==> src/rtl/elevator_pkg.sv <==
// elevator_pkg: shared elevator constants and the motor status encoding.
package elevator_pkg;
    localparam int FLOORS          = 3;
    localparam int DEBOUNCE_CYCLES = 4;
    typedef enum logic [1:0] {
        ENGINE_OFF  = 2'b00,
        ENGINE_UP   = 2'b10,
        ENGINE_DOWN = 2'b11
    } engine_e;
endpackage

==> src/rtl/btn_debounce.sv <==
// btn_debounce: two-flop synchroniser, stable-count debouncer and registered rise pulse for one button.
module btn_debounce #(
    parameter int DEBOUNCE_CYCLES = 4
) (
    input  logic CLK,
    input  logic RST,
    input  logic raw,
    output logic rise
);
    logic       sync1_q, sync2_q;
    logic       level_q, level_d;
    logic       rise_q, rise_d;
    logic [7:0] cnt_q, cnt_d;
    logic       mismatch, done;
    always_comb begin
        mismatch = sync2_q != level_q;
        done     = mismatch && (cnt_q == 8'(DEBOUNCE_CYCLES - 1));
        cnt_d    = (mismatch && !done) ? cnt_q + 8'd1 : 8'd0;
        level_d  = done ? ~level_q : level_q;
        rise_d   = done & ~level_q;
    end
    always_ff @(posedge CLK or negedge RST) begin
        if (!RST) begin
            sync1_q <= 1'b0;
            sync2_q <= 1'b0;
            level_q <= 1'b0;
            rise_q  <= 1'b0;
            cnt_q   <= 8'd0;
        end else begin
            sync1_q <= raw;
            sync2_q <= sync1_q;
            level_q <= level_d;
            rise_q  <= rise_d;
            cnt_q   <= cnt_d;
        end
    end
    assign rise = rise_q;
endmodule

==> src/rtl/call_register.sv <==
// call_register: debounces cab and hall buttons into a pending-call vector cleared when the cab is served.
module call_register #(
    parameter int FLOORS          = elevator_pkg::FLOORS,
    parameter int DEBOUNCE_CYCLES = elevator_pkg::DEBOUNCE_CYCLES
) (
    input  logic              CLK,
    input  logic              RST,
    input  logic [FLOORS-1:0] interior_panel,
    input  logic [FLOORS-1:0] exterior_panel,
    input  logic [FLOORS-1:0] doors,
    input  logic [1:0]        engine,
    output logic [FLOORS-1:0] requests,
    output logic              new_req,
    output logic [1:0]        pending_count
);
    import elevator_pkg::*;
    logic [2*FLOORS-1:0] raw, rise;
    logic [FLOORS-1:0]   press, served, requests_q, requests_d;
    logic                new_req_q, new_req_d;
    logic [1:0]          count_q, count_d;
    assign raw = {exterior_panel, interior_panel};
    genvar i;
    for (i = 0; i < 2*FLOORS; i++) begin : g_btn
        btn_debounce #(.DEBOUNCE_CYCLES(DEBOUNCE_CYCLES)) u_btn (
            .CLK (CLK),
            .RST (RST),
            .raw (raw[i]),
            .rise(rise[i])
        );
    end
    // Clear wins over set, so a press at a served floor is simply dropped.
    always_comb begin
        press      = rise[FLOORS-1:0] | rise[2*FLOORS-1:FLOORS];
        served     = doors & {FLOORS{engine == ENGINE_OFF}};
        requests_d = (requests_q | press) & ~served;
        new_req_d  = |(requests_d & ~requests_q);
        count_d    = 2'd0;
        for (int k = 0; k < FLOORS; k++) count_d = count_d + 2'(requests_d[k]);
    end
    always_ff @(posedge CLK or negedge RST) begin
        if (!RST) begin
            requests_q <= '0;
            new_req_q  <= 1'b0;
            count_q    <= 2'd0;
        end else begin
            requests_q <= requests_d;
            new_req_q  <= new_req_d;
            count_q    <= count_d;
        end
    end
    assign requests      = requests_q;
    assign new_req       = new_req_q;
    assign pending_count = count_q;
endmodule

==> config.mk <==
export PLATFORM = sky130hd
export DESIGN_NAME = call_register
export DESIGN_NICKNAME = d
export VERILOG_FILES = /design/src/rtl/elevator_pkg.sv /design/src/rtl/btn_debounce.sv /design/src/rtl/call_register.sv
export SDC_FILE = /design/constraint.sdc
export NUM_CORES = 1
export LEC_CHECK = 0
export BUFFER_PORTS_ARGS = -buffer_cell sky130_fd_sc_hd__buf_2
export CAP_MARGIN = 20
export CORE_UTILIZATION = 40
export CTS_CLUSTER_SIZE = 10
export DETAILED_ROUTE_END_ITERATION = 10
export GPL_TIMING_DRIVEN = 1
export PLACE_DENSITY = 0.64
export SYNTH_ARGS = -nofsm -noshare
export SYNTH_HDL_FRONTEND = slang
export SYNTH_SLANG_ARGS = --single-unit
==> constraint.sdc <==
create_clock -name CLK -period 5.2 [get_ports CLK]
set_input_delay 1.3 -clock CLK [delete_from_list [all_inputs] [get_ports CLK]]
set_output_delay 1.3 -clock CLK [all_outputs]
set_load 0.005 [all_outputs]
; ---- Yosys cells after proc, flatten, opt, wreduce, memory -nomap -nowiden
; Cells that the tools add are included.
[totals]
reg_bits = 78
latchBits = 0
ramBits = 0
romBits = 0
n_memories = 0
[op_classes]
addsub = 8
multipliers = 0
n_div = 0
magnitude_cmp = 0
n_eq_ne = 12
shift = 0
n_mux = 6
bitwise = 19
n_reduce_logical = 20
[ops]
columns = operator, count
row1 = 8-bit by 1-bit adder with 8-bit output (second input constant), 6
row2 = 8-bit by 2-bit equality test with 1-bit output (second input constant), 6
row3 = 8-bit two-way mux, 6
row4 = 1-bit logical AND, 12
row5 = 3-bit AND, 3
row6 = 1-bit AND, 6
row7 = 1-bit logical NOT, 6
row8 = 1-bit inequality test, 6
row9 = 1-bit inverter, 6
row10 = 3-bit inverter, 2
row11 = 3-bit OR, 2
row12 = 3-bit OR reduction, 1
row13 = 1-bit by 1-bit adder with 2-bit output, 1
row14 = 2-bit by 1-bit adder with 2-bit output, 1
row15 = 2-bit logical NOT, 1

; ---- Longest topological paths before layout
; Gate-level depths: netlist of run 1.
[depth]
word_depth = 6
mapped_depth = 5
depth_no_buf = 5

; ---- Hierarchy
; From an unflattened synthesis of run 1, not the netlist that was laid out.
[hier_totals]
cells_unflattened = 283
hier_area_um2 = 3374.5
[modules_own_cells]
columns = module, instances, cells_per_inst, area_per_inst_um2, seq_area_each_um2
row1 = btn_debounce, 6, 43, 516.7, 300.3
row2 = call_register, 1, 25, 274.0, 150.1

; ---- Least setup slack after synthesis of run 1
; No wires, ideal clock.
[synth_path]
path_type = in2reg
from = in engine[1]
to = reg count_q[0] (netlist: pending_count[0])
setup_ns = 0.064
t_arrival_ns = 2.166
slack_ns = 2.970
path_stages = 5
n_path_buf = 0
cell_sequence = nor2_1 -> nand2_1 -> o31ai_1 -> fa_1 -> inv_1
[synth_via]
elab_chain_len = 6
[synth_lines]
columns = element, line
row1 = "start, declared", call_register.sv:11  ; input logic [1:0] engine,
row2 = 2-bit logical NOT (*), call_register.sv:34  ; served = doors & {FLOORS{engine == ENGINE_OFF}};
row3 = 3-bit AND (*), call_register.sv:34
row4 = 3-bit inverter (*), call_register.sv:35  ; requests_d = (requests_q | press) & ~served;
row5 = 3-bit AND (*), call_register.sv:35
row6 = 1-bit by 1-bit adder with 2-bit output, call_register.sv:38  ; for (int k = 0; k < FLOORS; k++) count_d = count_d + 2'(requests_d[k]);
row7 = 2-bit by 1-bit adder with 2-bit output (*), call_register.sv:38
row8 = via count_d[0], call_register.sv:20  ; logic [1:0] count_q, count_d;
row9 = "end signal, assigned", call_register.sv:48  ; count_q <= count_d;
row10 = "end, declared", call_register.sv:20
; Mark *: on every way through the listed nets, which the timed path passes. The rest lies on a longest branch.
; A chain may end at the register's enable or synchronous reset.

; ---- Worst setup path after layout of run 1
[layout_path]
from = reg requests_q[1] (netlist: requests[1])
to = out requests[1]
[layout_rtl]
columns = element, line
row1 = "start, declared", call_register.sv:18  ; logic [FLOORS-1:0] press, served, requests_q, requests_d;
row2 = "start signal, assigned", call_register.sv:46  ; requests_q <= requests_d;
row3 = "end, declared", call_register.sv:12  ; output logic [FLOORS-1:0] requests,
; No word-level cell between the ends.

==> results of run 1 <==
routing by layer:
metal	routed length [um]	share of wire	vias up	GRT usage
li1	-	-	1088	-
met1	2671	0.51	1010	0.1866
met2	2305	0.44	36	0.2080
met3	210	0.040	6	0.05172
met4	70	0.013	0	0.05339
met5	0	0	-	0
power groups by stage:
stage	logic (mW)	clock network, mW	registers, mW
floorplan	0.245	0	0.795
global placement	0.325	0	0.808
detailed placement	0.331	0	0.812
CTS	0.333	0.562	0.800
global route	0.374	0.588	0.817
finish	0.326	0.543	0.801
per-stage QoR:
step                cells  hold WS, ns  setup WS (ns)  instance area, um^2
detailed placement    410       0.3347          2.771                 3491
CTS                   426       0.3534          2.956                 3737
floorplan             290       0.3312          2.970                 3271
finish                426       0.3524          2.983                 3737
global placement      410       0.3343          2.799                 3491
global route          426       0.3613          2.937                 3737
state kept, by name, indices dropped and copies added (netlist names):
signal	count
g_btn.u_btn.cnt_q	48
g_btn.u_btn.level_q	6
g_btn.u_btn.rise	6
g_btn.u_btn.sync1_q	6
g_btn.u_btn.sync2_q	6
new_req	1
pending_count	2
requests	3
area by class of cell:
cell class              count  area [um^2]
fillers                   716         4070
clock buffers              10        137.6
multi-input cells         203         1285
well taps                 102        127.6
clock inverters             6        108.9
inverters                   9        33.78
repair buffers             18        92.59
flip-flops and latches     78         1952
how the worst max path moves through the flow:
| stage | depth (start not counted) | endpoint | from |
|---|---|---|---|
| finish | 1 | requests[1] | requests[1]$_DFF_PN0_ |
| floorplan | 5 | pending_count[0]$_DFF_PN0_ | engine[1] |
| global route | 1 | requests[1] | requests[1]$_DFF_PN0_ |
| detailed placement | 6 | pending_count[0]$_DFF_PN0_ | engine[1] |
| CTS | 1 | requests[1] | requests[1]$_DFF_PN0_ |
| global placement | 6 | pending_count[0]$_DFF_PN0_ | engine[1] |
cells by family (layout without fill, tap and decap cells):
family,after synthesis,count (layout),share of synthesized area
and+or+nand+nor,116,116,0.1852
DFF,78,78,0.5968
AOI/OAI and AO/OA,50,50,0.09258
xor gates and xnor gates,24,24,0.06427
buffers and inverters,9,43,0.01033
adders and majority gates,7,7,0.02907
muxes,6,6,0.02180
cell usage in the layout, fill, tap and decap left out, types with 2 or more instances in the layout:
cell | Yosys | layout
sky130_fd_sc_hd__a21o_1 | 4 | 4
sky130_fd_sc_hd__a21oi_1 | 18 | 18
sky130_fd_sc_hd__and3_1 | 2 | 2
sky130_fd_sc_hd__buf_2 | 0 | 17
sky130_fd_sc_hd__bufinv_16 | 0 | 3
sky130_fd_sc_hd__clkbuf_8 | 0 | 10
sky130_fd_sc_hd__clkinv_2 | 0 | 2
sky130_fd_sc_hd__dfrtp_1 | 78 | 78
sky130_fd_sc_hd__ha_1 | 6 | 6
sky130_fd_sc_hd__inv_1 | 9 | 9
sky130_fd_sc_hd__mux2_2 | 5 | 5
sky130_fd_sc_hd__nand2_1 | 18 | 18
sky130_fd_sc_hd__nand3_1 | 22 | 22
sky130_fd_sc_hd__nand4_1 | 5 | 5
sky130_fd_sc_hd__nor2_1 | 31 | 31
sky130_fd_sc_hd__nor3_1 | 6 | 6
sky130_fd_sc_hd__nor3b_1 | 6 | 6
sky130_fd_sc_hd__nor4b_1 | 4 | 4
sky130_fd_sc_hd__o21ai_0 | 16 | 16
sky130_fd_sc_hd__o31a_1 | 2 | 2
sky130_fd_sc_hd__o31ai_1 | 3 | 3
sky130_fd_sc_hd__or3_1 | 16 | 16
sky130_fd_sc_hd__xnor2_1 | 10 | 10
sky130_fd_sc_hd__xor2_1 | 14 | 14
==> results.json, run 1 <==
{
  "fp-row-count": 32,
  "final.period_utilization": 0.4263,
  "grt_antenna_before_repair": 0,
  "most_repeated_cell_in_the_gate_level_netlist_after_synthesis": "sky130_fd_sc_hd__dfrtp_1",
  "cts_setup_buffers": 0,
  "ys_top_cells_by_area": "sky130_fd_sc_hd__dfrtp_1 (60%), sky130_fd_sc_hd__xor2_1 (3.7%), sky130_fd_sc_hd__nor2_1 (3.6%)",
  "port-buffer-count": 18,
  "detailroute.via_count": 2140,
  "route.final.wire_length_um": 5259,
  "clock_skew_ns": 0.006640,
  "synth_instances": 290,
  "grt_pass1_wl_um": 9211,
  "clock_tree.buffer_depth": 2,
  "hold_path.startpoint": "g_btn[0].u_btn.sync1_q$_DFF_PN0_",
  "number_of_clock_buffers_inserted_by_tritoncts": 9,
  "timing.critical_path.to_type": "output port",
  "worstPathMaxFanout": 4,
  "wire_per_inst_um": 12.35,
  "postSynthAreaPerCell_um2": 11.28,
  "drt_pre_antenna_iters": 4,
  "die_height_um": 92.43,
  "switching_fraction": 0.2858,
  "worst_skew_pair.late_latency_ns": 0.34,
  "postRouteAntennaNets": 0,
  "post_synth_most_frequent_cells": "sky130_fd_sc_hd__dfrtp_1 (78), sky130_fd_sc_hd__nor2_1 (31), sky130_fd_sc_hd__nand3_1 (22), sky130_fd_sc_hd__a21oi_1 (18), sky130_fd_sc_hd__nand2_1 (18)",
  "die_width_um": 92.43,
  "flow.area_growth_from_synthesis_pct": 14.27,
  "root_buffer_cell": "sky130_fd_sc_hd__clkbuf_8",
  "initial_core_util": 0.4189,
  "slew-limit-headroom": 0.3721,
  "synth_fp_nets": 310,
  "via_count_of_the_first_global_routing_pass": 1985,
  "core_region_area_um2": 7807,
  "share_seq_of_total_power": 0.479,
  "ys_seq_area_frac": 0.5968,
  "timing.fmax_ghz": 0.4511,
  "cts_tree": "done",
  "cp_data_required_time_ns": 3.90,
  "total_clock_sinks": 78,
  "final_nets": 339,
  "hold_fix_buffers_at_cts": 0,
  "ys_types": 35,
  "drt_iter0_drcs": 86,
  "htree_num_levels": 3,
  "hp-class": "reg -> reg",
  "path_clk_slew_ns": 0.08,
  "slowest_delay_ns": 0.43,
  "worst-path-buf-inv": 1,
  "gp_routability_congestion": 0.7790,
  "hold_end": "g_btn[0].u_btn.sync2_q$_DFF_PN0_",
  "leakagePower_nw": 1.649,
  "postLayoutCoreUtil": 0.4787,
  "gr-usage-all-layers": 0.1403,
  "totalNegativeSetupSlack_ns": 0,
  "pin_count_of_the_biggest_net_entering_global_routing": 79,
  "share_of_power_burned_in_the_clock_network": 0.325,
  "grt_setup_unrepaired": "no",
  "worstSetupStartpointType": "flop",
  "synth-main-ff-cell": "sky130_fd_sc_hd__dfrtp_1",
  "synth_seq_cells": 78,
  "final-hold-violation-count": 0,
  "yosys_warnings": 0,
  "arrival_time_at_the_worst_endpoint_ns": 0.92,
  "async_flop_share": 1.000,
  "post_synth_edffs": 0,
  "power_density_over_the_cells_nw_per_um2": 446.9,
  "ir_worst_vdd_uv": 208.1,
  "synth_largest_area_cell": "sky130_fd_sc_hd__dfrtp_1",
  "timing.reg2reg.worst_path_depth": 3,
  "n_antenna_cell": 0,
  "timing.rr.end": "g_btn[3].u_btn.level_q$_DFFE_PN0P_",
  "die_area_um2": 8542,
  "net_switching_power_figure_uw": 477.4,
  "crit_chain": "buf_2",
  "max-cap-violations": 0,
  "total_power_mw": 1.670,
  "worst-slew-pin-transition_ns": 0.9419,
  "worst_path_dominant_cell_family": "flip-flops",
  "finalSetupViolations": 0,
  "timing.hold.worst_path_depth": 0,
  "ioPinCount": 19,
  "power_report.internal_total_mw": 1.193,
  "outcome": "complete, no violations",
  "timing_max_transition_violations_final": 0,
  "dp_hpwl_um": 3541,
  "ctsResizeCount": 0,
  "critical_path.reg2reg.startpoint": "g_btn[3].u_btn.cnt_q[4]$_DFF_PN0_",
  "reg2reg_slack_ns": 3.25,
  "criticalPathCategory": "reg -> out",
  "synth_area_um2": 3271,
  "timing.critical_path.slowest_stage_cell": "sky130_fd_sc_hd__dfrtp_1",
  "final_period_minus_worst_setup_slack_ns": 2.217,
  "post-synth-top-area-fraction": 0.5968,
  "overflow": 0,
  "share_of_post_route_cells_with_drive_strength_above_1": 0.1389,
  "post_drt_via_cell_ratio": 5.023,
  "route.detailed.drc": 0,
  "power.share.combinational": 0.195
}
No activity file was read; power rests on OpenSTA's default activity.
==> run 2, diff against run 1 <==
- ABC_AREA: not set -> 1
- PLACE_DENSITY: 0.64 -> 0.66
- clock period: 5.2 -> 2 ns (I/O delays scaled with it)
==> run 2 against run 1 <==
- sequential share of layout area is 3.9 points lower
- highest routed layer unchanged
- critical path type unchanged
- largest cell class unchanged
- flip-flop and latch count stayed put
- setup slack worse by 2.4 ns
- wire length is 11% higher
- clock-buffer cell count stayed put
- largest power group unchanged
- synthesized area is 8.7% higher
- non-clock buffer count is 2 higher
==> results.json, run 2 <==
{
  "outcome": "complete, no violations",
  "async_flop_share": 1.000,
  "postSynthAreaPerCell_um2": 8.545,
  "pin_count_of_the_biggest_net_entering_global_routing": 39,
  "post_synth_edffs": 0,
  "hp-class": "in -> async",
  "critical_path.reg2reg.startpoint": "requests[0]$_DFF_PN0_",
  "arrival_time_at_the_worst_endpoint_ns": 0.91,
  "synth_seq_cells": 78,
  "worst-slew-pin-transition_ns": 0.4843,
  "pre_cts_slack_ns": 0.4521,
  "synth-main-ff-cell": "sky130_fd_sc_hd__dfrtp_1",
  "final-hold-violation-count": 0,
  "most_repeated_cell_in_the_gate_level_netlist_after_synthesis": "sky130_fd_sc_hd__nand2_1",
  "largest_reg_flops": 48,
  "ys_seq_area_frac": 0.5491,
  "flow.area_growth_from_synthesis_pct": 13.73,
  "initial_core_util": 0.4096,
  "worst-path-buf-inv": 1,
  "drt_iter0_drcs": 76,
  "grt_antenna_before_repair": 0,
  "mostFrequentLayoutCell": "sky130_fd_sc_hd__nand2_1",
  "grt_setup_unrepaired": "no",
  "fp-row-count": 34,
  "ir_worst_vdd_uv": 597.8,
  "slowest_delay_ns": 0.41,
  "path_clk_slew_ns": 0.08,
  "number_of_clock_buffers_inserted_by_tritoncts": 9,
  "die_height_um": 96.27,
  "post_drt_via_cell_ratio": 4.539,
  "final_cell_mix": "sky130_fd_sc_hd__nand2_1 (101), sky130_fd_sc_hd__dfrtp_1 (78), sky130_fd_sc_hd__nor2_1 (76)",
  "timing.critical_path.slowest_stage_cell": "sky130_fd_sc_hd__dfrtp_1",
  "ys_top_cells_by_area": "sky130_fd_sc_hd__dfrtp_1 (55%), sky130_fd_sc_hd__nand2_1 (11%), sky130_fd_sc_hd__nor2_1 (8.0%)",
  "htree_num_levels": 3,
  "finalSetupViolations": 0,
  "drt_pre_antenna_iters": 4,
  "timing_max_transition_violations_final": 0,
  "route.detailed.drc": 0,
  "gr-usage-all-layers": 0.1545,
  "clock_tree.buffer_depth": 2,
  "worst_skew_pair.late_latency_ns": 0.35,
  "post_synth_most_frequent_cells": "sky130_fd_sc_hd__nand2_1 (101), sky130_fd_sc_hd__dfrtp_1 (78), sky130_fd_sc_hd__nor2_1 (76), sky130_fd_sc_hd__inv_1 (59), sky130_fd_sc_hd__nand3_1 (25)",
  "synth_largest_area_cell": "sky130_fd_sc_hd__dfrtp_1",
  "via_count_of_the_first_global_routing_pass": 2566,
  "yosys_warnings": 0,
  "slew-limit-headroom": 0.6771,
  "cts_setup_buffers": 0,
  "cts_tree": "done",
  "timing.rr.end": "pending_count[0]$_DFF_PN0_",
  "die_area_um2": 9268,
  "total_clock_sinks": 78,
  "route.final.wire_length_um": 5827,
  "cp_data_required_time_ns": 1.50,
  "port-buffer-count": 18,
  "core_region_area_um2": 8678,
  "final_period_minus_worst_setup_slack_ns": 1.406,
  "final.period_utilization": 0.7032,
  "reg2reg_slack_ns": 0.69,
  "leakagePower_nw": 1.997,
  "ys_types": 18,
  "criticalPathCategory": "reg -> out",
  "worst_hold_slack_ns": 0.1127,
  "max-cap-violations": 0,
  "crit_chain": "buf_2",
  "clock_skew_ns": 0.01091,
  "gp_routability_congestion": 0.7851,
  "timing.critical_path.to_type": "output port",
  "dp_hpwl_um": 4227,
  "synth_fp_nets": 436,
  "totalNegativeSetupSlack_ns": 0,
  "share_of_post_route_cells_with_drive_strength_above_1": 0.1305,
  "synth_area_um2": 3555,
  "detailroute.via_count": 2542,
  "finalWorstSetupSlack_ns": 0.5935,
  "timing.fmax_ghz": 0.7110,
  "n_antenna_cell": 0,
  "largest-register": "g_btn.u_btn.cnt_q",
  "grt_pass1_wl_um": 10860,
  "worstPathMaxFanout": 3,
  "synth_instances": 416,
  "die_width_um": 96.27,
  "overflow": 0,
  "postRouteAntennaNets": 0,
  "hold_fix_buffers_at_cts": 0,
  "timing.reg2reg.worst_path_depth": 5,
  "wire_per_inst_um": 10.41,
  "worst_path_dominant_cell_family": "flip-flops",
  "root_buffer_cell": "sky130_fd_sc_hd__clkbuf_8",
  "final_nets": 467,
  "post-synth-top-area-fraction": 0.5491,
  "ctsResizeCount": 0,
  "worstSetupStartpointType": "flop",
  "power_density_over_the_cells_nw_per_um2": 1081,
  "ioPinCount": 19,
  "postLayoutCoreUtil": 0.4658
}
## run 2: cell types whose count changed after synthesis, sizes merged, moves of 5 or more
cell and delta:
a21oi -18, inv +50, mux2 -6, nand2 +97
nand4 -5, nor2 +50, nor3 +6, nor3b -7
or3 -16
## run 2: power by group
group          switching [mW]  total, mW  leakage, nW  internal, mW
logic                   0.593      0.966        0.848         0.373
registers               0.233       2.08         1.03          1.84
clock network           0.582       1.33        0.117         0.745
## run 2: layout make-up
cell class | count | area [um^2]
clock buffers | 10 | 137.6
clock inverters | 6 | 95.09
fillers | 835 | 4636
inverters | 59 | 221.5
multi-input cells | 279 | 1381
flip-flops and latches | 78 | 1952
well taps | 108 | 135.1
repair buffers | 20 | 120.1
## run 2: kinds of logic after synthesis
group                    Yosys count  synth area share
XOR/XNOR                          18           0.04435
AO/OA/AOI/OAI                     19           0.02816
AND/OR/NAND/NOR                  235            0.2893
adder cells (fa/ha/maj)            7           0.02675
buffers and inverters             59           0.06230
flip-flops                        78            0.5491
## run 2: per-layer routing
metal | global-route usage | up-vias | wire length (um)
li1 | - | 1332 | -
met1 | 0.1837 | 1173 | 2639
met2 | 0.2630 | 27 | 2906
met3 | 0.03870 | 10 | 171
met4 | 0.06965 | 0 | 110
met5 | 0 | - | 0
## run 2: metrics by stage
step / cell area (um^2) / power [mW] / instances
after floorplan: 3555 / 2.781 / 416
after global placement: 3810 / 3.062 / 544
after detailed placement: 3810 / 3.102 / 544
after CTS: 4043 / 4.459 / 560
after global routing: 4043 / 4.724 / 560
final: 4043 / 4.371 / 560
## run 2: how the worst max path moves through the flow
stage                                                 start                           endpoint  slack (ns)  cells after the start
final                                 requests[0]$_DFF_PN0_                        requests[0]        0.59                      1
after global routing      g_btn[2].u_btn.cnt_q[0]$_DFF_PN0_  g_btn[2].u_btn.cnt_q[5]$_DFF_PN0_        0.53                      6
after CTS                             requests[0]$_DFF_PN0_                        requests[0]        0.56                      1
after detailed placement                          engine[1]         pending_count[0]$_DFF_PN0_        0.45                      6
after global placement                            engine[1]         pending_count[0]$_DFF_PN0_        0.49                      6
after floorplan                                   engine[1]         pending_count[0]$_DFF_PN0_        0.64                      5
==> run 3, diff against run 2 <==
- ABC_AREA: 1 -> 0
- PLACE_DENSITY: 0.66 -> 0.64
- clock period: 2 -> 1.35 ns (I/O delays scaled with it)
==> run 3 against run 2 <==
- the flow now finishes with violations (setup timing)
- combinational power increased by 96%
- clock power increased by 31%
- power increased by 54%
- sequential share of layout area decreased by 1.8 points
- final cell count decreased by 17%
- clock-buffer cell count increased by 3
- hold slack got worse by 0.023 ns
- wire length increased by 3.6%
- setup slack got worse by 1.1 ns
==> results.json, run 3 (synthesis results as in run 1) <==
{
  "largest-register": "g_btn.u_btn.cnt_q",
  "drt_iter0_drcs": 79,
  "final_period_minus_worst_setup_slack_ns": 1.887,
  "worst-path-buf-inv": 0,
  "share_of_post_route_cells_with_drive_strength_above_1": 0.2893,
  "worstSetupStartpointType": "flop",
  "area.sequential_um2": 1956,
  "die_area_um2": 8542,
  "worst-slew-pin-transition_ns": 0.3824,
  "via_count_of_the_first_global_routing_pass": 2378,
  "drt_pre_antenna_iters": 4,
  "timing_max_transition_violations_final": 0,
  "criticalPathCategory": "reg -> reg",
  "root_buffer_cell": "sky130_fd_sc_hd__clkbuf_8",
  "port-buffer-count": 18,
  "route.final.wire_length_um": 6036,
  "footprint_of_the_multi_input_gates_um2": 1459,
  "die_height_um": 92.43,
  "postRouteAntennaNets": 0,
  "finalWorstSetupSlack_ns": -0.5366,
  "worst_hold_slack_ns": 0.09000,
  "timing.critical_path.to_type": "flop",
  "die_width_um": 92.43,
  "overflow": 0,
  "cp_data_required_time_ns": 1.58,
  "violated_checks": "setup timing",
  "final.period_utilization": 1.397,
  "pre_cts_slack_ns": -0.5188,
  "leakagePower_nw": 1.848,
  "clock_skew_ns": 0.006502,
  "power_density_over_the_cells_nw_per_um2": 1596,
  "total_power_mw": 6.722,
  "detailroute.via_count": 2330,
  "wire_per_inst_um": 12.98,
  "worstPathMaxFanout": 4,
  "n_antenna_cell": 0,
  "worst_path_dominant_cell_family": "simple AND/OR/NAND/NOR gates",
  "max-cap-violations": 0,
  "grt_pass1_wl_um": 10330,
  "timing.fmax_ghz": 0.5301,
  "final-hold-violation-count": 0,
  "final_cell_mix": "sky130_fd_sc_hd__dfrtp_1 (75), sky130_fd_sc_hd__buf_4 (34), sky130_fd_sc_hd__nor2_1 (31)",
  "grt_antenna_before_repair": 0,
  "route.detailed.drc": 0,
  "crit_chain": "or4_4, or4b_4, mux2_4",
  "dp_hpwl_um": 4031,
  "gr-usage-all-layers": 0.1552,
  "initial_core_util": 0.4189,
  "cts_tree": "done",
  "slowest_delay_ns": 0.54,
  "flow.area_growth_from_synthesis_pct": 28.77,
  "pin_count_of_the_biggest_net_entering_global_routing": 74,
  "largest_reg_flops": 48,
  "hp-class": "in -> reg",
  "outcome": "finished, violations left",
  "worst_skew_pair.late_latency_ns": 0.35,
  "ir_worst_vdd_uv": 856.8,
  "number_of_clock_buffers_inserted_by_tritoncts": 9,
  "fp-row-count": 32,
  "ioPinCount": 19,
  "core_region_area_um2": 7807,
  "finalSetupViolations": 6,
  "final_nets": 378,
  "total_clock_sinks": 78,
  "gp_routability_congestion": 0.8239,
  "mostFrequentLayoutCell": "sky130_fd_sc_hd__dfrtp_1",
  "nFillCells": 694,
  "post_drt_via_cell_ratio": 5.011,
  "arrival_time_at_the_worst_endpoint_ns": 2.12,
  "grt_setup_unrepaired": "yes",
  "path_clk_slew_ns": 0.07,
  "timing.critical_path.slowest_stage_cell": "sky130_fd_sc_hd__or4_4",
  "htree_num_levels": 3,
  "slew-limit-headroom": 0.7451,
  "clock_tree.buffer_depth": 2
}
-- run 3: power breakdown --
group	switching (mW)	internal (mW)
Clock	0.788	0.953
Sequential	0.356	2.73
Combinational	0.865	1.03
-- run 3: worst reg2reg max path, cell delays in order (launching register included) --
cell                      delay, ns
sky130_fd_sc_hd__dfrtp_1       0.39
sky130_fd_sc_hd__or4_4         0.54
sky130_fd_sc_hd__or4b_4        0.53
sky130_fd_sc_hd__mux2_4        0.31
-- run 3: stage by stage --
stage	cells	setup TNS [ns]	instance area, um^2	util
floorplan	290	-1.927	3296	-
global placement	443	-2.228	3776	0.4837
detailed placement	443	-2.437	3776	0.4837
CTS	462	-2.583	4039	0.5173
global route	465	-3.143	4212	0.5394
finish	465	-2.713	4212	0.5394
-- run 3: path summary, 6_finish.rpt --
check | from | to | slack (ns) | cells after the start
max in group asynchronous | RST | g_btn[4].u_btn.cnt_q[2]$_DFF_PN0_ | 0.43 | 3
setup reg to reg | g_btn[3].u_btn.cnt_q[5]$_DFF_PN0_ | g_btn[3].u_btn.level_q$_DFFE_PN0P_ | -0.54 | 3
hold / removal | exterior_panel[0] | g_btn[3].u_btn.sync1_q$_DFF_PN0_ | 0.09 | 1
setup / recovery | g_btn[3].u_btn.cnt_q[5]$_DFF_PN0_ | g_btn[3].u_btn.level_q$_DFFE_PN0P_ | -0.54 | 3
hold reg to reg | g_btn[5].u_btn.sync1_q$_DFF_PN0_ | g_btn[5].u_btn.sync2_q$_DFF_PN0_ | 0.35 | 0
min in group asynchronous | RST | g_btn[2].u_btn.cnt_q[7]$_DFF_PN0_ | 0.33 | 2
-- run 3: layout make-up --
type | instances | share of cell area
clock buffers | 13 | 0.03773
clock inverters | 3 | 0.01010
inverters | 9 | 0.008021
multi-input cells | 203 | 0.3464
flip-flops and latches | 78 | 0.4644
well taps | 102 | 0.03030
repair buffers | 57 | 0.1031
-- run 3: what timing repair did --
item / CTS / global route
hold endpoints to repair: 5 / 0
pin swaps: 2 / 4
hold buffers: 1 / 0
buffers inserted: 2 / 3
resized for setup: 6 / 29
setup endpoints to repair: 9 / 34
-- run 3: layer usage --
layer	GRT usage	wire length [um]	vias up	share of wire
li1	-	-	1165	-
met1	0.1840	2620	1132	0.43
met2	0.2580	3097	23	0.51
met3	0.04680	203	10	0.034
met4	0.07161	115	0	0.019
met5	0	0	-	0
